### src/rtl/riscv_pkg.sv
// Shared RV32I decode constants and the D/E pipeline register payload.
// Holds opcode values, ALU/result/immediate select encodings and the
// packed struct carried from decode into execute.
package riscv_pkg;

    localparam int unsigned XLEN   = 32;
    localparam int unsigned NREG   = 32;
    localparam int unsigned REG_AW = 5;

    // Base opcodes handled by this core; anything else is a bubble
    localparam logic [6:0] OP_R    = 7'b0110011;
    localparam logic [6:0] OP_IALU = 7'b0010011;
    localparam logic [6:0] OP_LW   = 7'b0000011;
    localparam logic [6:0] OP_SW   = 7'b0100011;
    localparam logic [6:0] OP_BEQ  = 7'b1100011;
    localparam logic [6:0] OP_JAL  = 7'b1101111;

    typedef enum logic [2:0] {
        ALU_ADD = 3'b000,
        ALU_SUB = 3'b001,
        ALU_AND = 3'b010,
        ALU_OR  = 3'b011,
        ALU_SLT = 3'b101
    } alu_ctrl_e;

    typedef enum logic [1:0] {
        RES_ALU = 2'b00,
        RES_MEM = 2'b01,
        RES_PC4 = 2'b10
    } result_src_e;

    typedef enum logic [1:0] {
        IMM_I = 2'b00,
        IMM_S = 2'b01,
        IMM_B = 2'b10,
        IMM_J = 2'b11
    } imm_src_e;

    // Everything the execute stage receives from decode
    typedef struct packed {
        logic              reg_write;
        logic              mem_write;
        logic              branch;
        logic              jump;
        logic              alu_src;
        result_src_e       result_src;
        alu_ctrl_e         alu_ctrl;
        logic [XLEN-1:0]   rd1;
        logic [XLEN-1:0]   rd2;
        logic [XLEN-1:0]   imm;
        logic [XLEN-1:0]   pc;
        logic [XLEN-1:0]   pc_plus4;
        logic [REG_AW-1:0] rd;
        logic [REG_AW-1:0] rs1;
        logic [REG_AW-1:0] rs2;
    } de_bus_t;

endpackage

### src/rtl/register_file.sv
// 32x32 architectural register file with x0 hardwired to zero.
// Ports:
//   clk, rst          clock and synchronous active-low clear of x1..x31
//   we, waddr, wdata  synchronous write port (writes to x0 dropped)
//   raddr1/2          combinational read addresses
//   rdata1_c/2_c      combinational read data, write-first bypassed
module register_file
    import riscv_pkg::*;
(
    input  logic              clk,
    input  logic              rst,
    input  logic              we,
    input  logic [REG_AW-1:0] waddr,
    input  logic [XLEN-1:0]   wdata,
    input  logic [REG_AW-1:0] raddr1,
    input  logic [REG_AW-1:0] raddr2,
    output logic [XLEN-1:0]   rdata1_c,
    output logic [XLEN-1:0]   rdata2_c
);

    // x0 has no storage; only x1..x31 are flops
    logic [XLEN-1:0] mem_q [1:NREG-1];
    logic [XLEN-1:0] mem_d [1:NREG-1];
    logic            wr_en;

    assign wr_en = we && (waddr != REG_AW'(0));

    // Next-state of the array: at most one entry changes per cycle
    always_comb begin
        mem_d = mem_q;
        if (wr_en) begin
            mem_d[waddr] = wdata;
        end
    end

    always_ff @(posedge clk) begin
        if (!rst) begin
            for (int i = 1; i < NREG; i++) begin
                mem_q[i] <= '0;
            end
        end else begin
            mem_q <= mem_d;
        end
    end

    // Write-first: a same-cycle writeback to the read address wins
    always_comb begin
        rdata1_c = '0;
        if (raddr1 != REG_AW'(0)) begin
            rdata1_c = (wr_en && (waddr == raddr1)) ? wdata : mem_q[raddr1];
        end
    end

    always_comb begin
        rdata2_c = '0;
        if (raddr2 != REG_AW'(0)) begin
            rdata2_c = (wr_en && (waddr == raddr2)) ? wdata : mem_q[raddr2];
        end
    end

endmodule

### src/rtl/decode_cycle.sv
// RV32I decode stage: control decode, register read, immediate extension
// and the D/E pipeline register.
// Ports:
//   clk, rst                     clock, synchronous active-low reset
//   InstrD, PCD, PCPlus4D        instruction and PCs from fetch
//   PCSrcE                       execute redirect, zeroes the D/E register
//   RegWriteW, RdW, ResultW      writeback into the register file
//   *E outputs                   registered D/E pipeline contents
module decode_cycle
    import riscv_pkg::*;
(
    input  logic              clk,
    input  logic              rst,
    input  logic [XLEN-1:0]   InstrD,
    input  logic [XLEN-1:0]   PCD,
    input  logic [XLEN-1:0]   PCPlus4D,
    input  logic              PCSrcE,
    input  logic              RegWriteW,
    input  logic [REG_AW-1:0] RdW,
    input  logic [XLEN-1:0]   ResultW,
    output logic              RegWriteE,
    output logic              MemWriteE,
    output logic              BranchE,
    output logic              JumpE,
    output logic              ALUSrcE,
    output logic [1:0]        ResultSrcE,
    output logic [2:0]        ALUControlE,
    output logic [XLEN-1:0]   RD1E,
    output logic [XLEN-1:0]   RD2E,
    output logic [XLEN-1:0]   ImmExtE,
    output logic [XLEN-1:0]   PCE,
    output logic [XLEN-1:0]   PCPlus4E,
    output logic [REG_AW-1:0] RdE,
    output logic [REG_AW-1:0] Rs1E,
    output logic [REG_AW-1:0] Rs2E
);

    logic [6:0]        opcode;
    logic [2:0]        funct3;
    logic              funct7_b5;
    logic [REG_AW-1:0] rs1;
    logic [REG_AW-1:0] rs2;
    logic [REG_AW-1:0] rd;

    assign opcode    = InstrD[6:0];
    assign funct3    = InstrD[14:12];
    assign funct7_b5 = InstrD[30];
    assign rs1       = InstrD[19:15];
    assign rs2       = InstrD[24:20];
    assign rd        = InstrD[11:7];

    logic [XLEN-1:0] rd1_c;
    logic [XLEN-1:0] rd2_c;

    register_file u_regfile (
        .clk      (clk),
        .rst      (rst),
        .we       (RegWriteW),
        .waddr    (RdW),
        .wdata    (ResultW),
        .raddr1   (rs1),
        .raddr2   (rs2),
        .rdata1_c (rd1_c),
        .rdata2_c (rd2_c)
    );

    logic        reg_write;
    logic        mem_write;
    logic        branch;
    logic        jump;
    logic        alu_src;
    result_src_e result_src;
    alu_ctrl_e   alu_ctrl;
    imm_src_e    imm_src;
    logic        imm_used;
    logic        alu_from_funct;
    logic        is_rtype;

    // Main control decode; unknown opcodes leave every control at zero
    always_comb begin
        reg_write      = 1'b0;
        mem_write      = 1'b0;
        branch         = 1'b0;
        jump           = 1'b0;
        alu_src        = 1'b0;
        result_src     = RES_ALU;
        alu_ctrl       = ALU_ADD;
        imm_src        = IMM_I;
        imm_used       = 1'b0;
        alu_from_funct = 1'b0;
        is_rtype       = 1'b0;
        unique case (opcode)
            OP_R: begin
                reg_write      = 1'b1;
                alu_from_funct = 1'b1;
                is_rtype       = 1'b1;
            end
            OP_IALU: begin
                reg_write      = 1'b1;
                alu_src        = 1'b1;
                imm_used       = 1'b1;
                alu_from_funct = 1'b1;
            end
            OP_LW: begin
                reg_write  = 1'b1;
                alu_src    = 1'b1;
                result_src = RES_MEM;
                imm_used   = 1'b1;
            end
            OP_SW: begin
                mem_write = 1'b1;
                alu_src   = 1'b1;
                imm_src   = IMM_S;
                imm_used  = 1'b1;
            end
            OP_BEQ: begin
                branch   = 1'b1;
                alu_ctrl = ALU_SUB;
                imm_src  = IMM_B;
                imm_used = 1'b1;
            end
            OP_JAL: begin
                reg_write  = 1'b1;
                jump       = 1'b1;
                result_src = RES_PC4;
                imm_src    = IMM_J;
                imm_used   = 1'b1;
            end
            default: begin
            end
        endcase

        // funct3 selects the ALU op; only R-type honours funct7[5] as sub
        if (alu_from_funct) begin
            case (funct3)
                3'b000:  alu_ctrl = (is_rtype && funct7_b5) ? ALU_SUB : ALU_ADD;
                3'b010:  alu_ctrl = ALU_SLT;
                3'b110:  alu_ctrl = ALU_OR;
                3'b111:  alu_ctrl = ALU_AND;
                default: alu_ctrl = ALU_ADD;
            endcase
        end
    end

    logic [XLEN-1:0] imm_ext;

    // Sign-extended immediate; zero when the format carries none
    always_comb begin
        imm_ext = '0;
        if (imm_used) begin
            case (imm_src)
                IMM_I: imm_ext = {{20{InstrD[31]}}, InstrD[31:20]};
                IMM_S: imm_ext = {{20{InstrD[31]}}, InstrD[31:25], InstrD[11:7]};
                IMM_B: imm_ext = {{19{InstrD[31]}}, InstrD[31], InstrD[7],
                                  InstrD[30:25], InstrD[11:8], 1'b0};
                IMM_J: imm_ext = {{11{InstrD[31]}}, InstrD[31], InstrD[19:12],
                                  InstrD[20], InstrD[30:21], 1'b0};
                default: imm_ext = '0;
            endcase
        end
    end

    de_bus_t de_q;
    de_bus_t de_d;

    // D/E register next value; a redirect squashes the whole entry
    always_comb begin
        de_d = '0;
        if (!PCSrcE) begin
            de_d.reg_write  = reg_write;
            de_d.mem_write  = mem_write;
            de_d.branch     = branch;
            de_d.jump       = jump;
            de_d.alu_src    = alu_src;
            de_d.result_src = result_src;
            de_d.alu_ctrl   = alu_ctrl;
            de_d.rd1        = rd1_c;
            de_d.rd2        = rd2_c;
            de_d.imm        = imm_ext;
            de_d.pc         = PCD;
            de_d.pc_plus4   = PCPlus4D;
            de_d.rd         = rd;
            de_d.rs1        = rs1;
            de_d.rs2        = rs2;
        end
    end

    always_ff @(posedge clk) begin
        if (!rst) begin
            de_q <= '0;
        end else begin
            de_q <= de_d;
        end
    end

    assign RegWriteE   = de_q.reg_write;
    assign MemWriteE   = de_q.mem_write;
    assign BranchE     = de_q.branch;
    assign JumpE       = de_q.jump;
    assign ALUSrcE     = de_q.alu_src;
    assign ResultSrcE  = de_q.result_src;
    assign ALUControlE = de_q.alu_ctrl;
    assign RD1E        = de_q.rd1;
    assign RD2E        = de_q.rd2;
    assign ImmExtE     = de_q.imm;
    assign PCE         = de_q.pc;
    assign PCPlus4E    = de_q.pc_plus4;
    assign RdE         = de_q.rd;
    assign Rs1E        = de_q.rs1;
    assign Rs2E        = de_q.rs2;

endmodule

### config.mk
export PLATFORM = sky130hd
export DESIGN_NAME = decode_cycle
export DESIGN_NICKNAME = d
export VERILOG_FILES = /design/src/rtl/riscv_pkg.sv /design/src/rtl/register_file.sv /design/src/rtl/decode_cycle.sv
export SDC_FILE = /design/constraint.sdc
export NUM_CORES = 2
export LEC_CHECK = 0
export CORE_UTILIZATION = 62
export CTS_BUF_LIST = sky130_fd_sc_hd__clkbuf_8
export DETAILED_ROUTE_END_ITERATION = 7
export GPL_TIMING_DRIVEN = 0
export PLACE_DENSITY_LB_ADDON = 0.25
export SLEW_MARGIN = 15
export SYNTH_ARGS = -nofsm -noshare
export SYNTH_HDL_FRONTEND = slang
export SYNTH_SLANG_ARGS = --single-unit
### constraint.sdc
create_clock -name clk -period 2.7 [get_ports clk]
set_clock_uncertainty 0.1 [all_clocks]
set_input_delay 0.27 -clock clk [delete_from_list [all_inputs] [get_ports clk]]
set_output_delay 0.27 -clock clk [all_outputs]
set_load 0.02 [all_outputs]
* After elaboration in Yosys (flattened, before gate mapping) *
Cells that the tools add are included.

storage, ports and cells
  register bits = 1,177
  latch bits = 0
  RAM bits = 0
  ROM bits = 0
  input port bits = 137
  output and inout port bits = 185
  logic and storage cells = 115
  memories kept = 0

cells by class
  add/sub/neg operators = 0
  $mul = 0
  div/mod/pow operators = 0
  $lt $le $gt $ge = 4
  equality and inequality tests = 14
  shift-type cells = 0
  multiplexer cells = 26
  bitwise gates (word level) = 7
  reduce and logical (&&, ||, !) cells = 18

operator list
  kind                number
  $bwmux 992          1
  $bmux 32 s5         2
  $mux 32             7
  $demux 32 s5        1
  $pmux 32 s4         1
  $ge 6x6->1 const B  3
  $not 5->6           3
  $reduce_bool 5->1   3
  $eq 7x6->1 const B  2
  $eq 7x7->1 const B  2
  $pmux 3 s4          1
  $reduce_or 3->1     4
  $eq 5x5->1          2
  $mux 1              10
  $eq 7x2->1 const B  1
  $eq 7x5->1 const B  1
  $eq 3x3->1 const B  2
  $lt 6x1->1 const B  1
  $pmux 2 s3          1
  $logic_and 1x1->1   5
  $reduce_or 5->1     1
  $eq 2x2->1 const B  2
  $not 1->1           4
  $pmux 2 s2          1
  other kinds (7)     8

* Depth between registers and ports, before layout *
  depth in word-level cells = 6
  gate-level depth with buffers = 10
  depth with buffers taken out = 5

* Cells and area by module *
Synthesis repeated with hierarchy kept, for this count alone.

unflattened totals
  cell total of the unflattened synthesis = 6,702
  area total of the unflattened synthesis = 59,323.1 µm²

modules (own cells, without submodules)
  module         instances  cells an instance  area each (µm²)
  register_file  1          6,282              54,322.1
  decode_cycle   1          420                5,001.0

* Least setup slack after synthesis *
Ideal clock, no wire load.

  path kind = input port to flip-flop
  start = in InstrD[16]
  end = reg de_q (netlist bit RD1E[19])
  setup time = 0.118 ns
  arrival = 2.044 ns
  required time = 2.482 ns
  path slack = 0.438 ns
  stages on the path = 7
  cells stage by stage = buf_2 buf_2 clkbuf_1 mux4_2 mux4_2 o2111ai_1 nand2_1

between the ends
  longest elaborated chain between the ends = 5
  elaborated cells on any way between the ends = 10

ends and longest elaborated chain
  element                                     RTL line             text
  from (decl)                                 decode_cycle.sv:14   input logic [XLEN-1:0] InstrD,
  $not 5->6 (not written as such)             register_file.sv:50  rdata1_c = (wr_en && (waddr == raddr1)) ? wdata : mem_q[raddr1];
  $bmux 32 s5                                 register_file.sv:50
  $mux 32 (not written as such) (2 in a row)  register_file.sv:50
  $mux 32                                     register_file.sv:50
  to (signal assigned)                        decode_cycle.sv:190  de_q <= '0;
  to (signal assigned)                        decode_cycle.sv:192  de_q <= de_d;
  to (decl)                                   decode_cycle.sv:163  de_bus_t de_q;

Several ways; a longest one is shown, not always the timed one. The select of a mux whose other input is x is not followed.
A chain may end at the register's enable or synchronous reset.

* Worst setup path after layout *
  start = in InstrD[15]
  end = reg de_q (netlist bit RD1E[17])

Same word-level chain as after synthesis.

==> out/metrics.yaml <==
run_status:
  status: "finished with violations"
  violations: "design-rule violations, negative setup slack"
global_route:
  antenna_found_initial: 23
  grt_pass1_wl_um: 367000
  busiest_layer: "met2"
  use_met3: 0.251
  grt_pass1_vias: 54034
  grtUsageTotal: 0.546
  gr-total-overflow: 0
  grt_use_met2: 0.779
  grt_max_degree: 20
  use_met1: 0.626
min_path:
  min-delay-start: "RdW[2]"
  hold_path_class: "input port to flop"
  min_path_cells: 5
  hold_end: "u_regfile.mem_q[769]$_SDFFE_PN0P_"
clock_network:
  cts_setup_buffers: 0
  cts_tree: "yes"
  clockBufferDepth: 3
  clk_latency_ns: 0.95
  cts-root-buf: "clkbuf_8"
  cts_sinks: 1166
  clk_pin_slew_worst_paths_ns: 0.06
  numCtsBuffers: 189
  htree_levels: 4
route:
  vias: 56653
  avgViaCountPerCell: 6.95
  first_pass_iters: 8
  route.detailed.drc: 8
  wl_per_cell_um: 32.2
  finalWirelength_um: 263000
  ant_nets: 0
  drt_iter0_markers: 9073
sta:
  period_minus_slack_ns: 3.02
  slew_viol_final: 0
  relSlewSlack: 0.0377
  worstMarginPinSlew_ns: 1.44
  fmax_mhz: 331
  post-route-period-util: 1.12
  setup_ws_ns: -0.319
  hold_viol: 0
  setup_viol: 114
  setup_tns_ns: -6.47
cells_and_area:
  layout-drive-gt1-share: 0.150
  final_util: 0.737
  nets: 6875
  area_delta_synth_final_pct: 17.2
  design_area_sq_um: 67900
  finalNonFillerCells: 8157
power_and_ir_drop:
  sw_frac_of_total: 0.281
  switchingPower_mw: 10.8
  pwr-share-comb: 0.108
  powerDensity_nw_per_um2: 568
  vdd.ir_drop.worst_uv: 540
  p_leak_nw: 23.0
  seqPwrFrac: 0.454
  fin_total_pwr_mw: 38.5
  power.internal_mw: 27.7
  p_clk_frac: 0.438
worst_setup_path:
  end_kind: "flop"
  critPathKind: "input port to flop"
  r2r_start: "u_regfile.mem_q[159]$_SDFFE_PN0P_"
  cp.required_ns: 3.35
  reg2reg_depth: 4
  cp-start-kind: "input port"
  reg2reg_to: "RD2E[31]$_SDFF_PP0_"
  cp_max_fo: 11
  reg2reg_slack_ns: 0.16
  arrival_ns: 3.67
logic_synthesis:
  synthCells: 6154
  ys_seq_area_frac: 0.403
  synth-edff-count: 0
  synth_top_cell_area_share: 0.403
  yosys_warnings: 0
  yosys.area.top_type: "dfxtp_1"
  ys_async_sr_fraction: 0
  netlist_top_cells_area: "dfxtp_1 (40%), mux4_2 (19%), nand2_1 (12%)"
  synth_area_sq_um: 57900
  syn_nets: 6291
  synthFlopType: "dfxtp_1"
  ys_ff_latch: 1166
  synth_cell_types: 55
  avgSynthCellArea_sq_um: 9.41
place:
  portBuffers: 277
  dpl-instance-area_sq_um: 62200
  gp_congestion: 1.09
  dp_hpwl_um: 198000
  dp.cells: 7675
floorplanning:
  die_h_um: 308
  fp.coreArea_sq_um: 92100
  fp-row-count: 111
  initial_utilization: 0.629
  fp.dieW_um: 308
  die_area_sq_um: 94600
  ioPinCount: 322
job:
  max_cap_violations: 0
state kept, by name (all words and copies together), names as in the netlist:
| register | flops |
|---|---|
| PCPlus4E | 32 |
| ALUControlE | 3 |
| Rs2E | 5 |
| RdE | 5 |
| ALUSrcE | 1 |
| JumpE | 1 |
| Rs1E | 5 |
| BranchE | 1 |
| RegWriteE | 1 |
| RD1E | 32 |
| ResultSrcE | 2 |
| PCE | 32 |
| MemWriteE | 1 |
| u_regfile.mem_q | 992 |
| ImmExtE | 21 |
| RD2E | 32 |
repair_timing:
action	CTS	global route
pin swaps	0	0
hold endpoints to repair	264	0
setup endpoints to repair	213	113
resized for setup	49	83
hold buffers	119	0
synthesized netlist by cell type, types with 3 or more instances:
cell type     n
and3_1        4
buf_6        11
nand3b_1      3
nor3b_2       3
nand2_1    1919
buf_1        52
xnor2_1       5
dfxtp_1    1166
a21boi_0    162
nor2_1       48
a22o_1       49
o221ai_1     35
xor2_1        5
a21oi_1      12
mux2_2       64
inv_1         9
a221oi_1     83
mux2i_1      54
buf_4        23
a21boi_1    831
or3_1         3
clkbuf_1    517
nand3_1     244
a22oi_1      48
o21ai_0      32
o2111ai_1    15
nand2b_1      5
and2_1       83
buf_2        80
nor3_1       38
nor2b_1      40
mux4_2      478
o21ai_1       4
critical path, stage by stage:
cell      delay [ns]
buf_2           0.16
buf_6           0.29
buf_4           0.34
buf_2           0.50
clkbuf_2        0.56
nand2b_1        0.61
o221ai_1        0.30
o221ai_1        0.57
stage by stage:
| stage | setup slack, ns | hold WS (ns) |
|---|---|---|
| finish | -0.319 | 0.0578 |
| global placement | -2.03 | 0.347 |
| CTS | 0.0139 | 0.0151 |
| floorplan | 0.438 | 0.247 |
| detailed placement | -2.02 | 0.356 |
| global route | -0.00133 | 0.0721 |
worst max path at each step:
| stage | startpoint | endpoint | slack [ns] | depth (start not counted) |
|---|---|---|---|---|
| after floorplan | InstrD[16] | RD1E[19]$_SDFF_PP0_ | 0.44 | 7 |
| after global placement | InstrD[17] | RD1E[17]$_SDFF_PP0_ | -2.03 | 7 |
| after detailed placement | InstrD[17] | RD1E[17]$_SDFF_PP0_ | -2.02 | 7 |
| after CTS | InstrD[21] | RD2E[31]$_SDFF_PP0_ | 0.01 | 7 |
| after global routing | RegWriteW | u_regfile.mem_q[367]$_SDFFE_PN0P_ | -0.001 | 8 |
| final | InstrD[15] | RD1E[17]$_SDFF_PP0_ | -0.32 | 8 |
area by class of cell:
| class | count | area [sq um] |
|---|---|---|
| Inverter | 11 | 41.3 |
| Antenna cell | 23 | 57.6 |
| Timing Repair Buffer | 397 | 3970 |
| Tap cell | 1243 | 1560 |
| Buffer | 679 | 2960 |
| Fill cell | 6787 | 24200 |
| Multi-Input combinational cell | 4294 | 31800 |
| Clock buffer | 247 | 3400 |
| Sequential cell | 1166 | 23300 |
| Clock inverter | 97 | 679 |
routing by layer:
metal | wire (um) | vias to the layer above
met5 | 664 | -
met4 | 24700 | 28
li1 | - | 22780
met2 | 109000 | 5230
met1 | 85800 | 27120
met3 | 42700 | 1495
power groups by stage:
stage | combinational (mW) | sequential, mW | clock (mW)
floorplan | 1.92 | 17.9 | 0
global placement | 3.64 | 17.9 | 0
detailed placement | 3.67 | 17.9 | 0
CTS | 3.84 | 17.5 | 16.5
global route | 4.11 | 17.5 | 17.3
finish | 4.16 | 17.5 | 16.9
logic make-up after synthesis:
family	synth area share
AO/OA/AOI/OAI	0.168
AND/OR/NAND/NOR	0.170
flip-flops	0.403
buffers and inverters	0.0496
XOR/XNOR	0.00151
multiplexers	0.208
layout by cell type (no fill, tap or decap), drive strengths merged, types with 83 or more instances in the layout:
cell type / netlist / final
nand2: 1920 / 1920
dfxtp: 1166 / 1166
a21boi: 993 / 993
clkbuf: 517 / 773
mux4: 478 / 478
clkdlybuf4s50: 0 / 277
nand3: 244 / 244
buf: 166 / 148
dlygate4sd3: 0 / 119
and2: 83 / 83
a221oi: 83 / 83
Power figures use the tool's default switching activity.
